## src/rtl/wb_burst_master.sv

```systemverilog
// wb_burst_master
//   Wishbone B3 initiator. Turns a command/stream interface into a classic
//   single access or a linear incrementing burst on the Wishbone bus.
//
// Ports
//   wb_clk_i, wb_rst_i     clock (rising edge), synchronous active-low reset
//   cmd_*                  command handshake: direction, start word address,
//                          beats-minus-one, byte select used on every beat
//   wdat_valid_i/wdat_i    write data stream (held stable until consumed)
//   wdat_ready_o           write beat consumed this cycle
//   rdat_valid_o/rdat_o    read data stream, one cycle after the ack beat
//   done_o/err_o           end-of-transaction pulse, err_o flags an abort
//   wb_*                   Wishbone B3 initiator port (bte fixed to linear)
module wb_burst_master #(
    parameter  int DW      = 32,
    parameter  int AW      = 32,
    parameter  int LW      = 4,
    localparam int SW      = DW / 8,
    localparam int BYTE_AW = SW >> 1,
    localparam int WORD_AW = AW - BYTE_AW
) (
    input  logic               wb_clk_i,
    input  logic               wb_rst_i,
    input  logic               cmd_valid_i,
    output logic               cmd_ready_o,
    input  logic               cmd_we_i,
    input  logic [WORD_AW-1:0] cmd_addr_i,
    input  logic [LW-1:0]      cmd_len_i,
    input  logic [SW-1:0]      cmd_sel_i,
    input  logic               wdat_valid_i,
    input  logic [DW-1:0]      wdat_i,
    output logic               wdat_ready_o,
    output logic               rdat_valid_o,
    output logic [DW-1:0]      rdat_o,
    output logic               done_o,
    output logic               err_o,
    output logic [AW-1:0]      wb_adr_o,
    output logic [1:0]         wb_bte_o,
    output logic [2:0]         wb_cti_o,
    output logic               wb_cyc_o,
    output logic               wb_stb_o,
    output logic               wb_we_o,
    output logic [SW-1:0]      wb_sel_o,
    output logic [DW-1:0]      wb_dat_o,
    input  logic               wb_ack_i,
    input  logic               wb_err_i,
    input  logic               wb_rty_i,
    input  logic [DW-1:0]      wb_dat_i
);

    localparam logic [0:0] ST_IDLE = 1'b0;
    localparam logic [0:0] ST_BUS  = 1'b1;

    localparam logic [2:0] CTI_CLASSIC = 3'b000;
    localparam logic [2:0] CTI_INCR    = 3'b010;
    localparam logic [2:0] CTI_END     = 3'b111;

    logic [0:0]         state_reg;
    logic [WORD_AW-1:0] adr_reg;
    logic [LW-1:0]      cnt_reg;
    logic [2:0]         cti_reg;
    logic               we_reg;
    logic [SW-1:0]      sel_reg;
    logic               rdat_valid_reg;
    logic [DW-1:0]      rdat_reg;
    logic               done_reg;
    logic               err_reg;

    logic cyc;
    logic stb;
    logic abort;
    logic beat;

    // The FSM state doubles as the registered cyc output.
    assign cyc   = (state_reg == ST_BUS);
    // A write without data present becomes a master wait state.
    assign stb   = cyc & (~we_reg | wdat_valid_i);
    // err/rty outrank a simultaneous ack: that beat is neither counted
    // nor delivered.
    assign abort = stb & (wb_err_i | wb_rty_i);
    assign beat  = stb & wb_ack_i & ~wb_err_i & ~wb_rty_i;

    always_ff @(posedge wb_clk_i) begin
        if (!wb_rst_i) begin
            state_reg      <= ST_IDLE;
            adr_reg        <= '0;
            cnt_reg        <= '0;
            cti_reg        <= CTI_CLASSIC;
            we_reg         <= 1'b0;
            sel_reg        <= '0;
            rdat_valid_reg <= 1'b0;
            rdat_reg       <= '0;
            done_reg       <= 1'b0;
            err_reg        <= 1'b0;
        end else begin
            done_reg       <= 1'b0;
            err_reg        <= 1'b0;
            rdat_valid_reg <= 1'b0;
            case (state_reg)
                ST_IDLE: begin
                    if (cmd_valid_i) begin
                        state_reg <= ST_BUS;
                        adr_reg   <= cmd_addr_i;
                        we_reg    <= cmd_we_i;
                        sel_reg   <= cmd_sel_i;
                        cnt_reg   <= cmd_len_i;
                        cti_reg   <= (cmd_len_i == '0) ? CTI_CLASSIC : CTI_INCR;
                    end
                end
                ST_BUS: begin
                    if (abort) begin
                        state_reg <= ST_IDLE;
                        we_reg    <= 1'b0;
                        done_reg  <= 1'b0 | 1'b1;
                        err_reg   <= 1'b1;
                    end else if (beat) begin
                        if (!we_reg) begin
                            rdat_valid_reg <= 1'b1;
                            rdat_reg       <= wb_dat_i;
                        end
                        if (cnt_reg == '0) begin
                            state_reg <= ST_IDLE;
                            we_reg    <= 1'b0;
                            done_reg  <= 1'b1;
                        end else begin
                            cnt_reg <= cnt_reg - 1'b1;
                            // Word address wraps naturally at 2^WORD_AW.
                            adr_reg <= adr_reg + 1'b1;
                            // Counter about to reach zero: next beat is last.
                            if (cnt_reg == LW'(1)) begin
                                cti_reg <= CTI_END;
                            end
                        end
                    end
                end
                default: state_reg <= ST_IDLE;
            endcase
        end
    end

    assign cmd_ready_o  = (state_reg == ST_IDLE);
    assign wdat_ready_o = beat & we_reg;
    assign rdat_valid_o = rdat_valid_reg;
    assign rdat_o       = rdat_reg;
    assign done_o       = done_reg;
    assign err_o        = err_reg;

    assign wb_adr_o = AW'(adr_reg) << BYTE_AW;
    assign wb_bte_o = 2'b00;
    assign wb_cti_o = cti_reg;
    assign wb_cyc_o = cyc;
    assign wb_stb_o = stb;
    assign wb_we_o  = we_reg;
    assign wb_sel_o = sel_reg;
    assign wb_dat_o = wdat_i;

endmodule

```

## config.mk

```make
export PLATFORM = sky130hd
export DESIGN_NAME = wb_burst_master
export DESIGN_NICKNAME = d
export VERILOG_FILES = /design/src/rtl/wb_burst_master.sv
export SDC_FILE = /design/constraint.sdc
export NUM_CORES = 1
export LEC_CHECK = 0
export BUFFER_PORTS_ARGS = -buffer_cell sky130_fd_sc_hd__buf_4
export CORE_UTILIZATION = 47
export CTS_BUF_LIST = sky130_fd_sc_hd__clkbuf_8
export DETAILED_ROUTE_END_ITERATION = 12
export GPL_ROUTABILITY_DRIVEN = 0
export PLACE_DENSITY_LB_ADDON = 0.08
export SLEW_MARGIN = 10
export SYNTH_ARGS = -nofsm -noshare
export SYNTH_HDL_FRONTEND = slang
export SYNTH_SLANG_ARGS = --single-unit
export TNS_END_PERCENT = 20
```

## constraint.sdc

```tcl
create_clock -name wb_clk_i -period 2.15 [get_ports wb_clk_i]
set_input_delay 0.5375 -clock wb_clk_i [delete_from_list [all_inputs] [get_ports wb_clk_i]]
set_output_delay 0.5375 -clock wb_clk_i [all_outputs]
set_load 0.05 [all_outputs]
```

==> flow_summary.json, run 1 <==
{
  "outcome": "complete, no violations",
  "fmax_mhz": 493,
  "largest_register_ffs": 32,
  "start_util_pct": 49.5,
  "ys.flop_type": "dfxtp_1",
  "io_pins": 223,
  "fin_area_mm2": 0.00537,
  "drc_errors": 0,
  "worstReg2RegStart": "cnt_reg[0]$_SDFFE_PN0P_",
  "synth.avg_cell_area_um2": 8.08,
  "drt_iter0_drc": 153,
  "root_buffer": "clkbuf_8",
  "cp.arrival_ns": 1.49,
  "yosysWarnings": 0,
  "syn_area_mm2": 0.00413,
  "powerDensity_mw_per_mm2": 703,
  "p_leak_nw": 2.27,
  "synth_edf_count": 0,
  "layout.cells.most_common": "buf_4",
  "seq_area_frac_synth_pct": 37.3,
  "cts-hold-fix-buffers": 0,
  "skew_ns": 0.0121,
  "crit_fanout": 6,
  "finalMaxSlewViolations": 0,
  "stdcell_count": 739,
  "die_area_mm2": 0.00916,
  "drive_above_1_share_pct": 33.8,
  "synth_cells": 511,
  "crit_buf_inv": 2,
  "met2_wirelength_um": 5270,
  "crit_type": "flip-flop to output pin",
  "vias_per_cell": 5.45,
  "critPathMaxStageDelay_ns": 0.43,
  "tns_ns": 0,
  "die_w_um": 95.7,
  "coreArea_mm2": 0.00834,
  "hold_path_class": "input pin to flip-flop",
  "p_total_w": 0.00378,
  "period_minus_slack_ns": 2.03,
  "cts.htree.levels": 3,
  "cp_slowest_cell": "dfxtp_2",
  "regToRegEndpoint": "adr_reg[12]$_SDFFE_PN0P_",
  "route.antenna.remaining_nets": 0,
  "ys_ff_latch": 77,
  "final-setup-viol-count": 0,
  "reg2reg_depth": 8,
  "num_rows": 33,
  "wl_met3_um": 742,
  "wl_met1_um": 4820,
  "ys_types": 62,
  "clk_pin_slew_ns": 0.08,
  "die_y_um": 95.7,
  "port_buffers": 154,
  "clk_latency_ns": 0.36,
  "rrSetupSlack_ns": 0.14,
  "grt_pass1_vias": 3580,
  "grt_antenna_before_repair": 0,
  "grt_pass1_wl_um": 16800,
  "routed.top_layer": "met4",
  "clk_path_buf_depth": 2,
  "clock_sinks": 77,
  "gr-total-overflow": 0,
  "start_kind": "flip-flop",
  "critical_path_required_ns": 1.61,
  "path_cells": "nand2b_4, nand2_1, clkinvlp_4, and3_2, buf_4",
  "fin_nets": 743,
  "crit_family": "flip-flops",
  "syn_to_final_growth_pct": 30.1,
  "async_reset_ff_share_pct": 0,
  "post-place-cells": 723,
  "crit_cells": 5,
  "wl_um": 11000,
  "fin_crit_sh_pct": 94.3,
  "num_vias": 4026,
  "rsz0062_at_grt": "false",
  "tritoncts": "yes",
  "crit_path_end_kind": "output pin",
  "drtPass1Iterations": 5,
  "wl_per_cell_um": 14.8,
  "hold_start": "cmd_we_i",
  "hold_viol_final": 0,
  "dp_hpwl_um": 7780,
  "final_cell_mix": "buf_4, nand2_1, dfxtp_1, a21oi_1, nor2_1",
  "ir_drop_mv": 0.395,
  "grt_usage_pct": 23.5,
  "dpl_cell_area_mm2": 0.00513,
  "grt_max_degree": 58,
  "crit_start": "wb_we_o$_SDFFE_PN0P_",
  "worstSetupEndpoint": "wdat_ready_o",
  "cts_buffers": 9,
  "antennaDiodeCount": 0,
  "maxCapViolations": 0
}
## worst register-to-register path, delay by kind of cell (launching register included)
family / cells / cell delay, ns
and+or+nand+nor: 3 / 0.60
DFF: 1 / 0.35
adders and majority gates: 1 / 0.17
AOI/OAI and AO/OA: 2 / 0.51
buffers and inverters: 2 / 0.32
## cells in the mapped netlist (3+ instances only)
cell | count | area [µm²]
nor4_1 | 4 | 25.0
o31ai_1 | 5 | 37.5
mux2i_1 | 7 | 70.1
nor3_1 | 8 | 40.0
a211oi_1 | 9 | 67.6
a22oi_1 | 5 | 37.5
and2_1 | 3 | 18.8
nand3b_1 | 3 | 22.5
nor2b_1 | 5 | 31.3
clkbuf_8 | 3 | 41.3
nand4_1 | 13 | 81.3
a311oi_1 | 3 | 26.3
nand3_1 | 10 | 50.1
dfxtp_1 | 77 | 1540
a21oi_1 | 60 | 300
o21ai_0 | 21 | 105
a31oi_1 | 5 | 31.3
and3_1 | 4 | 25.0
clkbuf_1 | 10 | 37.5
buf_6 | 7 | 78.8
inv_1 | 11 | 41.3
buf_2 | 7 | 35.0
or3_1 | 3 | 18.8
nor2_1 | 36 | 135
o22ai_1 | 7 | 43.8
nand2_1 | 94 | 353
a22oi_2 | 4 | 50.1
buf_4 | 40 | 300
ha_1 | 4 | 50.1
o211ai_1 | 4 | 30.0
## cell families (layout without fill, tap and decap cells)
logic type	count (synthesis)	in the layout	share of synthesized area, %
adders and majority gates	4	4	1.21
other	1	4	0.0908
and+or+nand+nor	198	198	23.8
buffers and inverters	81	201	13.2
muxes	8	8	1.97
AOI/OAI and AO/OA	142	142	22.4
DFF	77	77	37.3
## timing repair
item / CTS / global route
setup buffers: 0 / 0
gates resized for setup: 1 / 0
setup endpoints to repair: 1 / 0
## worst min path at each step
stage | to | slack (ns) | cells after the start
final | wb_we_o$_SDFFE_PN0P_ | 0.41 | 3
after global routing | wb_cti_o[1]$_SDFFE_PN0P_ | 0.39 | 2
after CTS | wb_cti_o[1]$_SDFFE_PN0P_ | 0.39 | 2
after detailed placement | rdat_o[24]$_SDFFE_PN0P_ | 0.45 | 2
after global placement | rdat_o[18]$_SDFFE_PN0P_ | 0.44 | 2
after floorplan | cnt_reg[1]$_SDFFE_PN0P_ | 0.50 | 2
## per-layer routing
layer,global-route usage [%],vias up
li1,-,2009
met3,5.53,14
met4,9.20,0
met2,38.6,149
met1,29.7,1854
met5,0,-
## per-stage QoR
stage	setup slack, ns	util, %	hold slack, ns
6_report	0.122	64.4	0.409
5_1_grt	0.0248	64.4	0.394
2_1_floorplan	0.0444	-	0.500
3_5_place_dp	0.0868	61.5	0.447
3_3_place_gp	0.0912	61.5	0.443
4_1_cts	0.0887	64.4	0.391
## layout make-up
| class | count | area (µm²) |
|---|---|---|
| clock buffer | 10 | 138 |
| clock inverter | 6 | 93.8 |
| fill | 757 | 2970 |
| inverter | 12 | 48.8 |
| multi-input combinational | 356 | 2070 |
| sequential | 77 | 1540 |
| tap | 105 | 131 |
| timing repair buffer | 173 | 1350 |
## power by group
part | internal, W | switching (W) | total (W)
Sequential | 0.00150 | 0.0000958 | 0.00160
Clock | 0.000695 | 0.000577 | 0.00127
Combinational | 0.000350 | 0.000556 | 0.000906
Power figures use the tool's default switching activity.
==> inputs of run 2 (changes only) <==
- CORE_UTILIZATION: 47 -> 50
- clock period: 2.15 -> 2.6 ns (I/O delays scaled with it)
==> flow_summary.json, run 2 (synthesis results as in run 1) <==
{
  "p_leak_nw": 2.21,
  "cts_resized": 0,
  "fin_nets": 738,
  "crit_type": "flip-flop to output pin",
  "grt_antenna_before_repair": 0,
  "finalWorstSetupSlack_ns": 0.338,
  "tns_ns": 0,
  "layout.cells.most_common": "buf_4",
  "coreArea_mm2": 0.00785,
  "crit_fanout": 6,
  "wl_um": 11300,
  "vias_per_cell": 5.59,
  "antennaDiodeCount": 0,
  "powerDensity_mw_per_mm2": 556,
  "cts-hold-fix-buffers": 0,
  "die_y_um": 92.9,
  "outcome": "complete, no violations",
  "root_buffer": "clkbuf_8",
  "wl_per_cell_um": 15.4,
  "hold_viol_final": 0,
  "skew_ns": 0.0113,
  "clk_pin_slew_ns": 0.09,
  "start_util_pct": 52.6,
  "cts_buffers": 9,
  "drt_iter0_drc": 187,
  "relSlewSlack_pct": 56.9,
  "crit_path_end_kind": "output pin",
  "finalMaxSlewViolations": 0,
  "dpl_cell_area_mm2": 0.00503,
  "fmax_mhz": 442,
  "fill_cells": 714,
  "dp_slack_ns": 0.373,
  "grt_pass1_wl_um": 17600,
  "cp.arrival_ns": 1.61,
  "cts_setup_buffers": 0,
  "clock_sinks": 77,
  "drc_errors": 0,
  "fin_area_mm2": 0.00522,
  "critical_path_required_ns": 1.95,
  "clk_path_buf_depth": 2,
  "hold_path_class": "flip-flop to flip-flop",
  "grt_usage_pct": 25.4,
  "drtPass1Iterations": 4,
  "port_buffers": 154,
  "die_w_um": 92.9,
  "period_minus_slack_ns": 2.26,
  "ir_drop_mv": 0.308,
  "io_pins": 223,
  "gr-total-overflow": 0,
  "die_area_mm2": 0.00862,
  "syn_to_final_growth_pct": 26.3,
  "clk_latency_ns": 0.36,
  "num_vias": 4084,
  "start_kind": "flip-flop",
  "cts.htree.levels": 3,
  "worst_slew_pin_slew_ns": 0.641,
  "drive_above_1_share_pct": 32.6,
  "rsz0062_at_grt": "false",
  "maxCapViolations": 0,
  "grt_pass1_vias": 3792,
  "largest_register_ffs": 32,
  "tritoncts": "yes",
  "fin_crit_sh_pct": 87.0,
  "final_cell_mix": "buf_4, nand2_1, dfxtp_1, a21oi_1, nor2_1",
  "route.antenna.remaining_nets": 0,
  "final_util_pct": 66.5,
  "final-setup-viol-count": 0,
  "num_rows": 32,
  "grt_max_degree": 36,
  "dp_hpwl_um": 8230
}
[run 2: worst paths after layout]
| kind | start | endpoint | slack, ns | cells after the start |
|---|---|---|---|---|
| worst max-delay path | wb_we_o$_SDFFE_PN0P_ | wdat_ready_o | 0.34 | 5 |
| worst min-delay path | rdat_o[6]$_SDFFE_PN0P_ | rdat_o[6]$_SDFFE_PN0P_ | 0.46 | 2 |
| worst max register to register | cnt_reg[0]$_SDFFE_PN0P_ | adr_reg[2]$_SDFFE_PN0P_ | 0.44 | 8 |
| worst min register to register | rdat_o[6]$_SDFFE_PN0P_ | rdat_o[6]$_SDFFE_PN0P_ | 0.46 | 2 |
[run 2: per-stage QoR]
| step | hold WS (ns) | total power (W) | instances |
|---|---|---|---|
| finish | 0.456 | 0.00290 | 731 |
| global route | 0.476 | 0.00303 | 731 |
| CTS | 0.460 | 0.00292 | 731 |
| detailed placement | 0.449 | 0.00208 | 715 |
| global placement | 0.443 | 0.00206 | 715 |
| floorplan | 0.500 | 0.00197 | 514 |
[run 2: critical path: stages, from the launching register on]
cell and delay, ns:
dfxtp_1 0.47, nand2b_1 0.20, nand2_1 0.16, inv_1 0.06, and3_2 0.19, buf_4 0.19
[run 2: cell type report]
type | count | area [µm²] | area share, %
clock inverters | 7 | 56.3 | 1.08
inverters | 12 | 45.0 | 0.864
well taps | 102 | 128 | 2.45
multi-input cells | 356 | 2060 | 39.5
flip-flops and latches | 77 | 1540 | 29.6
clock buffers | 9 | 124 | 2.38
repair buffers | 168 | 1260 | 24.2
[run 2: per-layer routing]
metal	share of wire [%]	track usage, %	routed length, µm
met3	8.0	5.83	897
met4	1.1	10.1	128
met2	49	43.4	5540
met5	0	0	0
met1	42	30.6	4700
[run 2: power by group]
| group | switching (W) | total [W] | internal (W) |
|---|---|---|---|
| combinational | 0.000458 | 0.000733 | 0.000275 |
| sequential | 0.0000806 | 0.00132 | 0.00124 |
| clock | 0.000486 | 0.000845 | 0.000358 |
==> inputs of run 3 (changes only) <==
==> constraint.sdc (replaced) <==
create_clock -name wb_clk_i -period 2.6 [get_ports wb_clk_i]
set_input_delay 0.52 -clock wb_clk_i [delete_from_list [all_inputs] [get_ports wb_clk_i]]
set_output_delay 0.52 -clock wb_clk_i [all_outputs]
set_load 0.05 [all_outputs]
==> flow_summary.json, run 3 (synthesis results as in run 1) <==
{
  "outcome": "complete, no violations",
  "num_rows": 32,
  "path_cells": "buf_4, inv_1, buf_4, buf_4",
  "drc_errors": 0,
  "cts_buffers": 9,
  "drt_iter0_drc": 241,
  "hold_viol_final": 0,
  "crit_type": "flip-flop to output pin",
  "rsz0062_at_grt": "false",
  "grt_pass1_wl_um": 17800,
  "drtPass1Iterations": 4,
  "hold_path_class": "input pin to flip-flop",
  "coreArea_mm2": 0.00785,
  "fmax_mhz": 435,
  "port_buffers": 154,
  "p_total_w": 0.00301,
  "clock_sinks": 77,
  "die_w_um": 92.9,
  "grt_pass1_vias": 3740,
  "dpl_cell_area_mm2": 0.00502,
  "dp_hpwl_um": 7940,
  "cts_resized": 0,
  "skew_ns": 0.00708,
  "period_minus_slack_ns": 2.30,
  "seq_power_share_pct": 44.1,
  "fin_crit_sh_pct": 88.4,
  "maxCapViolations": 0,
  "wl_um": 11100,
  "grt_antenna_before_repair": 0,
  "syn_to_final_growth_pct": 26.7,
  "path_common_cell": "buf_4",
  "crit_fanout": 27,
  "vias_per_cell": 5.59,
  "cts-hold-fix-buffers": 0,
  "die_area_mm2": 0.00862,
  "root_buffer": "clkbuf_8",
  "tns_ns": 0,
  "start_kind": "flip-flop",
  "finalMaxSlewViolations": 0,
  "crit_path_end_kind": "output pin",
  "relSlewSlack_pct": 56.8,
  "io_pins": 223,
  "layout.cells.most_common": "buf_4",
  "power_frac_clock_pct": 31.8,
  "critPathMaxStageDelay_ns": 0.56,
  "num_vias": 4070,
  "start_util_pct": 52.6,
  "p_switching_w": 0.00103,
  "worst_slew_pin_slew_ns": 0.643,
  "powerDensity_mw_per_mm2": 576,
  "clk_path_buf_depth": 2,
  "grt_usage_pct": 25.9,
  "fin_nets": 735,
  "crit_family": "buffers and inverters",
  "p_leak_nw": 2.22,
  "clk_pin_slew_ns": 0.09,
  "largest_register_ffs": 32,
  "cts.htree.levels": 3,
  "critical_path_required_ns": 2.08,
  "ir_drop_mv": 0.338,
  "cts_setup_buffers": 0,
  "fin_area_mm2": 0.00523,
  "swShare_pct": 34.4,
  "antennaDiodeCount": 0,
  "die_y_um": 92.9,
  "internal_power_w": 0.00198,
  "drive_above_1_share_pct": 32.1,
  "fill_cells": 685,
  "grt_max_degree": 36,
  "wl_per_cell_um": 15.3,
  "final-setup-viol-count": 0,
  "tritoncts": "yes",
  "final_cell_mix": "buf_4, nand2_1, dfxtp_1, a21oi_1, nor2_1",
  "power_frac_comb_pct": 24.2,
  "clk_latency_ns": 0.35,
  "crit_buf_inv": 4,
  "cp.arrival_ns": 1.78,
  "route.antenna.remaining_nets": 0,
  "gr-total-overflow": 0,
  "cp_slowest_cell": "dfxtp_1"
}
run 3: power by group through the flow:
stage / clock network [W] / logic [W] / registers [W]
6_report: 0.000957 / 0.000728 / 0.00133
3_3_place_gp: 0 / 0.000718 / 0.00135
3_5_place_dp: 0 / 0.000726 / 0.00135
4_1_cts: 0.000971 / 0.000728 / 0.00133
2_1_floorplan: 0 / 0.000446 / 0.00152
5_1_grt: 0.00103 / 0.000778 / 0.00134
run 3: area by class of cell:
| class | count | area [µm²] | share of cell area (%) |
|---|---|---|---|
| timing repair buffer | 165 | 1250 | 23.9 |
| clock inverter | 7 | 81.3 | 1.56 |
| sequential | 77 | 1540 | 29.5 |
| inverter | 12 | 45.0 | 0.861 |
| tap | 102 | 128 | 2.44 |
| clock buffer | 9 | 124 | 2.37 |
| multi-input combinational | 356 | 2060 | 39.4 |
run 3: metal layers:
layer | GRT usage [%] | vias to the layer above | wire (µm)
met5 | 0 | - | 0
met4 | 11.0 | 0 | 264
met3 | 5.25 | 32 | 865
met2 | 40.9 | 175 | 5280
met1 | 34.0 | 1866 | 4740
li1 | - | 1997 | -
run 3: final timing paths:
check                                from                        to  slack (ns)  cells past startpoint
setup / recovery      wb_cyc_o$_SDFF_PN0_               cmd_ready_o        0.30                      4
hold / removal                cmd_valid_i  wb_cti_o[1]$_SDFFE_PN0P_        0.40                      2
setup reg to reg  cnt_reg[0]$_SDFFE_PN0P_   adr_reg[7]$_SDFFE_PN0P_        0.40                      7
hold reg to reg    rdat_o[7]$_SDFFE_PN0P_    rdat_o[7]$_SDFFE_PN0P_        0.46                      2
run 3: metrics by stage:
stage / worst slack (ns) / instances / utilization (%) / hold WS [ns]
finish: 0.302 / 728 / 66.6 / 0.397
global route: 0.201 / 728 / 66.6 / 0.387
CTS: 0.296 / 728 / 66.6 / 0.389
detailed placement: 0.339 / 712 / 64.0 / 0.448
global placement: 0.381 / 712 / 64.0 / 0.443
floorplan: 0.109 / 514 / - / 0.500
